<file path="src/rtl/alu_share_arbiter.sv">
// Round-robin arbiter sharing one external combinational 32-bit ALU between
// NREQ requesters, with a single tagged response channel back to them.

module alu_share_arbiter_chk #(
  parameter int NREQ = 4
) (
  input logic            clk,
  input logic            rst_n,
  input logic [NREQ-1:0] req_ready,
  input logic            in_idle,
  input logic            in_resp,
  input logic            rsp_valid
);

  // Structural invariants of the handshake, checked every active cycle
  always @(posedge clk) begin
    if (rst_n) begin
      assert ($onehot0(req_ready))
        else $error("alu_share_arbiter: req_ready not one-hot %b", req_ready);
      assert (in_idle || (req_ready == {NREQ{1'b0}}))
        else $error("alu_share_arbiter: req_ready asserted outside IDLE");
      assert (rsp_valid == in_resp)
        else $error("alu_share_arbiter: rsp_valid inconsistent with FSM state");
    end
  end

endmodule

module alu_share_arbiter #(
  parameter int NREQ = 4,
  parameter int IDW  = 2
) (
  input  logic              clk,
  input  logic              rst_n,
  input  logic [NREQ-1:0]   req_valid,
  output logic [NREQ-1:0]   req_ready,
  input  logic [NREQ*32-1:0] req_a,
  input  logic [NREQ*32-1:0] req_b,
  input  logic [NREQ*3-1:0] req_op,
  output logic [31:0]       alu_a,
  output logic [31:0]       alu_b,
  output logic [2:0]        alu_ctrl,
  input  logic [31:0]       alu_result,
  input  logic [3:0]        alu_flags,
  output logic              rsp_valid,
  input  logic              rsp_ready,
  output logic [IDW-1:0]    rsp_id,
  output logic [31:0]       rsp_result,
  output logic [3:0]        rsp_flags
);

  localparam logic [1:0] IDLE = 2'd0;
  localparam logic [1:0] EXEC = 2'd1;
  localparam logic [1:0] RESP = 2'd2;

  logic [1:0]      state_r;
  logic [IDW-1:0]  last_grant_r;
  logic [IDW-1:0]  id_r;
  logic [31:0]     alu_a_r;
  logic [31:0]     alu_b_r;
  logic [2:0]      alu_ctrl_r;
  logic            rsp_valid_r;
  logic [IDW-1:0]  rsp_id_r;
  logic [31:0]     rsp_result_r;
  logic [3:0]      rsp_flags_r;

  logic [IDW-1:0]  grant_idx_s;
  logic            grant_found_s;
  logic [NREQ-1:0] grant_oh_s;
  logic [NREQ-1:0] req_ready_s;
  logic [31:0]     sel_a_s;
  logic [31:0]     sel_b_s;
  logic [2:0]      sel_op_s;
  logic            accept_s;

  // Round-robin search: scan from the highest offset down so the lowest
  // offset after last_grant wins the final override.
  always_comb begin : grant_search
    logic [IDW:0]   cand_sum;
    logic [IDW-1:0] cand_idx;
    cand_sum      = {(IDW+1){1'b0}};
    cand_idx      = {IDW{1'b0}};
    grant_idx_s   = {IDW{1'b0}};
    grant_found_s = 1'b0;
    for (int k = NREQ; k >= 1; k--) begin
      cand_sum      = {1'b0, last_grant_r} + (IDW+1)'(k);
      cand_idx      = (cand_sum >= (IDW+1)'(NREQ)) ? IDW'(cand_sum - (IDW+1)'(NREQ))
                                                   : IDW'(cand_sum);
      grant_idx_s   = req_valid[cand_idx] ? cand_idx : grant_idx_s;
      grant_found_s = grant_found_s | req_valid[cand_idx];
    end
  end

  // One-hot grant and AND-OR operand mux for the winning requester
  always_comb begin
    grant_oh_s = {NREQ{1'b0}};
    sel_a_s    = 32'd0;
    sel_b_s    = 32'd0;
    sel_op_s   = 3'd0;
    for (int i = 0; i < NREQ; i++) begin
      grant_oh_s[i] = grant_found_s & (grant_idx_s == IDW'(i));
      sel_a_s       = sel_a_s  | ({32{grant_oh_s[i]}} & req_a[32*i +: 32]);
      sel_b_s       = sel_b_s  | ({32{grant_oh_s[i]}} & req_b[32*i +: 32]);
      sel_op_s      = sel_op_s | ({3{grant_oh_s[i]}}  & req_op[3*i +: 3]);
    end
  end

  // Grants are only offered from IDLE and never while reset is applied
  always_comb begin
    if (rst_n && (state_r == IDLE)) begin
      req_ready_s = grant_oh_s;
    end else begin
      req_ready_s = {NREQ{1'b0}};
    end
  end

  assign accept_s  = |(req_valid & req_ready_s);
  assign req_ready = req_ready_s;

  // Transaction FSM: latch operands on accept, capture ALU output, hold response
  always_ff @(posedge clk or negedge rst_n) begin
    if (!rst_n) begin
      state_r      <= IDLE;
      last_grant_r <= IDW'(NREQ - 1);
      id_r         <= {IDW{1'b0}};
      alu_a_r      <= 32'd0;
      alu_b_r      <= 32'd0;
      alu_ctrl_r   <= 3'd0;
      rsp_valid_r  <= 1'b0;
      rsp_id_r     <= {IDW{1'b0}};
      rsp_result_r <= 32'd0;
      rsp_flags_r  <= 4'd0;
    end else begin
      case (state_r)
        IDLE: begin
          if (accept_s) begin
            alu_a_r      <= sel_a_s;
            alu_b_r      <= sel_b_s;
            alu_ctrl_r   <= sel_op_s;
            id_r         <= grant_idx_s;
            last_grant_r <= grant_idx_s;
            state_r      <= EXEC;
          end else begin
            state_r      <= IDLE;
          end
        end
        EXEC: begin
          rsp_result_r <= alu_result;
          rsp_flags_r  <= alu_flags;
          rsp_id_r     <= id_r;
          rsp_valid_r  <= 1'b1;
          state_r      <= RESP;
        end
        RESP: begin
          if (rsp_ready) begin
            rsp_valid_r <= 1'b0;
            state_r     <= IDLE;
          end else begin
            state_r     <= RESP;
          end
        end
        default: begin
          rsp_valid_r <= 1'b0;
          state_r     <= IDLE;
        end
      endcase
    end
  end

  assign alu_a      = alu_a_r;
  assign alu_b      = alu_b_r;
  assign alu_ctrl   = alu_ctrl_r;
  assign rsp_valid  = rsp_valid_r;
  assign rsp_id     = rsp_id_r;
  assign rsp_result = rsp_result_r;
  assign rsp_flags  = rsp_flags_r;

  alu_share_arbiter_chk #(.NREQ(NREQ)) u_chk (
    .clk       (clk),
    .rst_n     (rst_n),
    .req_ready (req_ready_s),
    .in_idle   (state_r == IDLE),
    .in_resp   (state_r == RESP),
    .rsp_valid (rsp_valid_r)
  );

endmodule

</file>
<file path="config.mk">
export PLATFORM = sky130hd
export DESIGN_NAME = alu_share_arbiter
export DESIGN_NICKNAME = d
export VERILOG_FILES = /design/src/rtl/alu_share_arbiter.sv
export SDC_FILE = /design/constraint.sdc
export NUM_CORES = 1
export LEC_CHECK = 0
export BUFFER_PORTS_ARGS = -buffer_cell sky130_fd_sc_hd__buf_2
export CAP_MARGIN = 20
export CORE_AREA = 2 2 164 166
export CTS_CLUSTER_DIAMETER = 80
export DETAILED_ROUTE_END_ITERATION = 16
export DIE_AREA = 0 0 166 168
export SETUP_SLACK_MARGIN = 0.05
export SYNTH_ARGS = -nofsm -noshare
export SYNTH_HDL_FRONTEND = slang
export SYNTH_HIERARCHICAL = 1
export SYNTH_SLANG_ARGS = --single-unit
</file>
<file path="constraint.sdc">
create_clock -name clk -period 5.3 [get_ports clk]
set_input_delay 0.265 -clock clk [delete_from_list [all_inputs] [get_ports clk]]
set_output_delay 0.265 -clock clk [all_outputs]
set_load 0.01 [all_outputs]
</file>
---- After elaboration in Yosys (flattened, before gate mapping) ----
Index checks and enable logic that the tools add are counted.
storage, ports and cells
  register bits ........................... 112
  logic and storage cells ................. 90
cells by class
  add/subtract/negate cells ............... 8
  $lt $le $gt $ge ......................... 8
  equality and inequality tests ........... 6
  multiplexer cells ....................... 22
  bitwise logic cells ..................... 30
  reduce and logical (&&, ||, !) cells .... 6
operator list
  cell                   count
  $and A32 B32 Y32       8
  $or A32 B32 Y32        6
  $mux W2                9
  $and A3 B3 Y3          4
  $ge A3 B3 Y1 const B   4
  $lt A2 B3 Y1 const B   4
  $or A3 B3 Y3           3
  $bmux W1 S2            4
  $sub A2 B1 Y2 const B  4
  $add A2 B2 Y3 const B  2
  $eq A2 B2 Y1 const B   3
  $mux W1                6
  $pmux W2 S3            1
  $and A1 B1 Y1          4
  $and A4 B4 Y4          1
  $eq A2 B1 Y1 const B   2
  $logic_not A2 Y1       2
  $mux W4                1
  $reduce_and A2 Y1      2
  $reduce_or A4 Y1       1
  $add A2 B1 Y3 const B  1
  $add A2 B3 Y3 const B  1
  $or A1 B1 Y1           3
  $pmux W1 S3            1
  3 further kinds        3

---- Longest topological paths before layout ----
  depth in word-level cells ............... 16
  gate-level depth with buffers ........... 9

---- Least setup slack after synthesis ----
Ideal clock, no wire load.
  kind .................................... reg2reg
  start ................................... reg last_grant_r[1]
  end ..................................... reg alu_a_r[0] (netlist: alu_a[0])
  data arrival time ....................... 2.100 ns
  required time ........................... 5.175 ns
  path slack .............................. 3.075 ns
  cell stages (with the launch flop) ...... 9
  path buffers ............................ 4
  period minus slack after synthesis ...... 2.225 ns
  path through ............................ dfstp_2 buf_4 a21oi_1 o221a_1 clkbuf_1 o41a_1 buf_4 buf_6 mux2_4
between the ends
  cells in the longest elaborated chain, start to end .. 15
  elaborated cells on any way between the ends .. 50
RTL lines
  item                                                                   RTL line  source
  start: declaration                                                     57        logic [IDW-1:0] last_grant_r;
  start signal: assignment                                               124       last_grant_r <= IDW'(NREQ - 1);
  start signal: assignment                                               141       last_grant_r <= grant_idx_s;
  $add A2 B3 Y3                                                          86        cand_sum = {1'b0, last_grant_r} + (IDW+1)'(k);
  $ge A3 B3 Y1 / $sub A2 B1 Y2 (equally long branches)                   87        cand_idx = (cand_sum >= (IDW+1)'(NREQ)) ? IDW'(cand_sum - (IDW+1)'(NREQ))
  $mux W2                                                                87
  $bmux W1 S2                                                            89, 90
  $mux W1 (not written as such)                                          89, 90
  $mux W2 (4 in a row)                                                   89        grant_idx_s = req_valid[cand_idx] ? cand_idx : grant_idx_s;
  $eq A2 B1 Y1, or another cell as far along                             101       grant_oh_s[i] = grant_found_s & (grant_idx_s == IDW'(i));
  $and A1 B1 Y1                                                          101
  $mux W4 / $and A32 B32 Y32 (equally long branches)                     110, 102
  $and A4 B4 Y4 / $or A32 B32 Y32 (equally long branches)                117, 102
  $reduce_or A4 Y1 / $or A32 B32 Y32 (equally long branches)             117, 102
  $reduce_and A2 Y1 (no line) / $or A32 B32 Y32 (equally long branches)  --
  end signal: assignment                                                 137       alu_a_r <= sel_a_s;
  end: declaration                                                       59        logic [31:0] alu_a_r;
Several ways; a longest one is shown, not always the timed one. The select of a mux whose other input is x is not followed.
A chain may end at the register's enable or synchronous reset.

---- Worst setup path after layout ----
  start ................................... reg last_grant_r[0]
  end ..................................... reg alu_ctrl_r[0] (netlist: alu_ctrl[0])
between the ends
  cells in the longest elaborated chain, start to end .. 15
  elaborated cells on any way between the ends .. 50
RTL lines
  item                                                                RTL line  source
  $add A2 B3 Y3                                                       86
  $ge A3 B3 Y1 / $sub A2 B1 Y2 (equally long branches)                87
  $mux W2                                                             87
  $bmux W1 S2                                                         89, 90
  $mux W1 (not written as such)                                       89, 90
  $mux W2 (4 in a row)                                                89
  $eq A2 B1 Y1, or another cell as far along                          101
  $and A1 B1 Y1                                                       101
  $mux W4 / $and A3 B3 Y3 (equally long branches)                     110, 104
  $and A4 B4 Y4 / $or A3 B3 Y3 (equally long branches)                117, 104
  $reduce_or A4 Y1 / $or A3 B3 Y3 (equally long branches)             117, 104
  $reduce_and A2 Y1 (no line) / $or A3 B3 Y3 (equally long branches)  --
  end signal: assignment                                              139       alu_ctrl_r <= sel_op_s;
  end: declaration                                                    61        logic [2:0] alu_ctrl_r;
Several ways; a longest one is shown, not always the timed one. The select of a mux whose other input is x is not followed.

==> impl_metrics.py <==
metrics = {
    "setup_path": {
        "rrSetupSlack_ps": 2150,
        "end_kind": "register",
        "r2r_cells": 7,
        "r2r-start": "last_grant_r[0]",
        "critPathRequiredTime_ps": 5530,
        "crit_arrival_ps": 3380,
        "crit_end": "alu_ctrl[0]",
        "timing.rr.end": "alu_ctrl[0]",
        "startpoint": "last_grant_r[0]",
        "path_class": "reg2reg",
        "critPathMaxFanout": 69,
        "start_kind": "register",
    },
    "floorplan": {
        "coreArea_sq_mm": 0.0264,
        "dieArea_sq_mm": 0.0279,
        "rows": 60,
        "die_w_um": 166,
        "ios": 421,
        "dieHeight_um": 168,
        "start_util_pct": 24.3,
    },
    "drt": {
        "wl_um": 22200,
        "vias": 6094,
        "drc": 0,
        "wire_per_inst_um": 17.7,
        "viasPerCell": 4.88,
        "top_layer": "met4",
        "wl_met3_um": 1760,
        "wl_met2_um": 11100,
        "initialDrtViolationCount": 294,
        "wirelength_met1_um": 8890,
        "antenna_left": 0,
        "first_pass_iters": 4,
    },
    "synthesis": {
        "netlist_area_sq_mm": 0.00639,
        "synth_edf_count": 0,
        "synthCells": 521,
        "synth_nets": 832,
        "seq_area_frac_synth_pct": 43.9,
        "yosys_warnings": 6,
        "synth_cell_types": 33,
        "synth_flop_cell": "dfrtp_1",
        "syn_avg_cell_area_sq_um": 12.3,
        "synth_async_sr_flop_share_pct": 100,
        "ys_seq_elements": 112,
    },
    "grt": {
        "grtUsageTotal_pct": 15.4,
        "grt-ovfl-total": 0,
        "grt_max_degree": 70,
        "first_global_vias": 6001,
        "antenna_found_initial": 0,
        "grt_pass1_wl_um": 34000,
    },
    "placed_design": {
        "place_area_sq_mm": 0.00875,
        "io_buffers": 420,
        "hpwl_um": 16200,
        "place_congestion": 0.750,
    },
    "sta": {
        "fmax_mhz": 318,
        "tns_ps": 0,
        "rsz0062_at_grt": "no",
        "post-route-period-util_pct": 59.4,
        "hold_violations": 0,
        "fin_crit_ps": 3150,
        "clock_skew_ps": 13.7,
        "drv_slew": 0,
        "setup_viol_count_final": 0,
        "relSlewSlack_pct": 40.8,
        "worstMarginPinSlew_ps": 887,
    },
    "pwr": {
        "p_leak_nw": 4.42,
        "share_seq_of_total_power_pct": 32.0,
        "peakVddDrop_v": 0.000230,
        "clkPwrFrac_pct": 14.4,
        "p_int_w": 0.00297,
        "powerDensity_mw_per_mm2": 528,
        "power_frac_comb_pct": 53.6,
        "p_sw_w": 0.00182,
        "p_sw_share_pct": 38.0,
    },
    "final_layout": {
        "utilization_pct": 34.5,
        "num_antenna_cells": 0,
        "layout_common_cells": "buf_2, dfrtp_1",
        "syn_to_final_growth_pct": 42.0,
        "fin_nets": 1215,
        "drive_above_1_share_pct": 61.7,
        "fin_area_sq_mm": 0.00908,
        "final_common_cell": "buf_2",
        "nFillCells": 2708,
    },
    "clock_network": {
        "cts_root_buf": "clkbuf_16",
        "cts_tree": "yes",
        "clk_latency_ps": 360,
        "clkTransAtPathRegs_ps": 90,
        "cts_num_sinks": 112,
        "clk_path_buf_depth": 2,
        "post_cts_buffers": 0,
        "cts.htree.levels": 3,
        "cts_buffers": 9,
    },
    "run_status": {
        "status": "completed",
    },
    "run": {
        "max_cap_violations": 0,
    },
    "worst_hold_path": {
        "min_path_type": "in2reg",
    },
}
==> worst max-delay path: stages (launching register included) <==
cell and delay, ps:
dfstp_2 420, nand2b_1 220, a21oi_4 160, buf_4 630, nor2_1 80, o41a_2 800, buf_12 330, mux2_1 340
==> worst min path at each step <==
stage               depth (start not counted)     startpoint  slack (ps)             end
global route                                2  alu_result[4]         110   rsp_result[4]
floorplan                                   0          rst_n         -30        alu_a[0]
detailed placement                          1          rst_n         360  rsp_result[31]
global placement                            1          rst_n         350  rsp_result[31]
CTS                                         2  alu_result[5]         110   rsp_result[5]
finish                                      2  alu_result[5]         130   rsp_result[5]
==> state kept, by name (all words and copies together) (netlist names) <==
register	flops
rsp_flags	4
alu_b	32
rsp_valid	1
state_r	2
id_r	2
rsp_id	2
last_grant_r	2
alu_a	32
alu_ctrl	3
rsp_result	32
==> layout make-up <==
cell class	count	area, sq um	share of cell area, %
repair buffers	431	2210	24.4
flip-flops and latches	112	2810	30.9
well taps	341	427	4.70
inverters	3	11.3	0.124
clock inverters	7	76.3	0.841
multi-input cells	347	3320	36.6
clock buffers	9	225	2.48
==> through the flow <==
step / total power, W / setup slack (ps) / hold WS [ps] / cells
2_1_floorplan: 0.00325 / 3070 / -30.6 / 521
3_3_place_gp: 0.00409 / 2190 / 347 / 1232
3_5_place_dp: 0.00415 / 2100 / 365 / 1232
4_1_cts: 0.00487 / 2100 / 113 / 1249
5_1_grt: 0.00511 / 1960 / 109 / 1250
6_report: 0.00479 / 2150 / 135 / 1250
==> power groups by stage <==
stage | clock network [W] | logic (W) | registers, W
3_5_place_dp | 0 | 0.00261 | 0.00154
4_1_cts | 0.000729 | 0.00260 | 0.00154
5_1_grt | 0.000757 | 0.00276 | 0.00160
2_1_floorplan | 0 | 0.00155 | 0.00169
3_3_place_gp | 0 | 0.00255 | 0.00154
6_report | 0.000690 | 0.00257 | 0.00153
==> cell usage after synthesis (all sizes together) (2+ instances only) <==
| cell | count | share of area (%) |
|---|---|---|
| a21o | 2 | 0.23 |
| a21oi | 4 | 0.37 |
| a221o | 67 | 10 |
| and2 | 3 | 0.29 |
| buf | 23 | 2.4 |
| clkbuf | 36 | 2.1 |
| dfrtp | 110 | 43 |
| dfstp | 2 | 0.82 |
| inv | 2 | 0.12 |
| mux2 | 107 | 23 |
| nand2 | 5 | 0.29 |
| nand3 | 67 | 5.2 |
| nor2 | 6 | 0.35 |
| nor2b | 3 | 0.29 |
| nor3 | 2 | 0.16 |
| o21a | 2 | 0.23 |
| o21ai | 5 | 0.39 |
| o2bb2ai | 67 | 9.2 |
==> repair_timing <==
action                    CTS  global route
hold endpoints to repair   48             0
hold buffers                1             0
resized for setup           0             0
==> logic make-up (layout without fill, tap and decap cells) <==
family                 count (synthesis)  in the layout  share of synthesized area, %
DFF                                  112            112                          43.9
and+or+nand+nor                       87             87                          6.73
AOI/OAI and AO/OA                    152            152                          21.7
buffers and inverters                 62            450                          4.73
muxes                                108            108                          22.9
==> metal layers <==
| metal | up-vias | GRT usage, % |
|---|---|---|
| met3 | 24 | 3.71 |
| met1 | 2920 | 18.9 |
| met5 | - | 0 |
| met2 | 319 | 27.0 |
| met4 | 0 | 4.27 |
| li1 | 2831 | - |
Note: power is estimated with default switching activity, not from simulation.
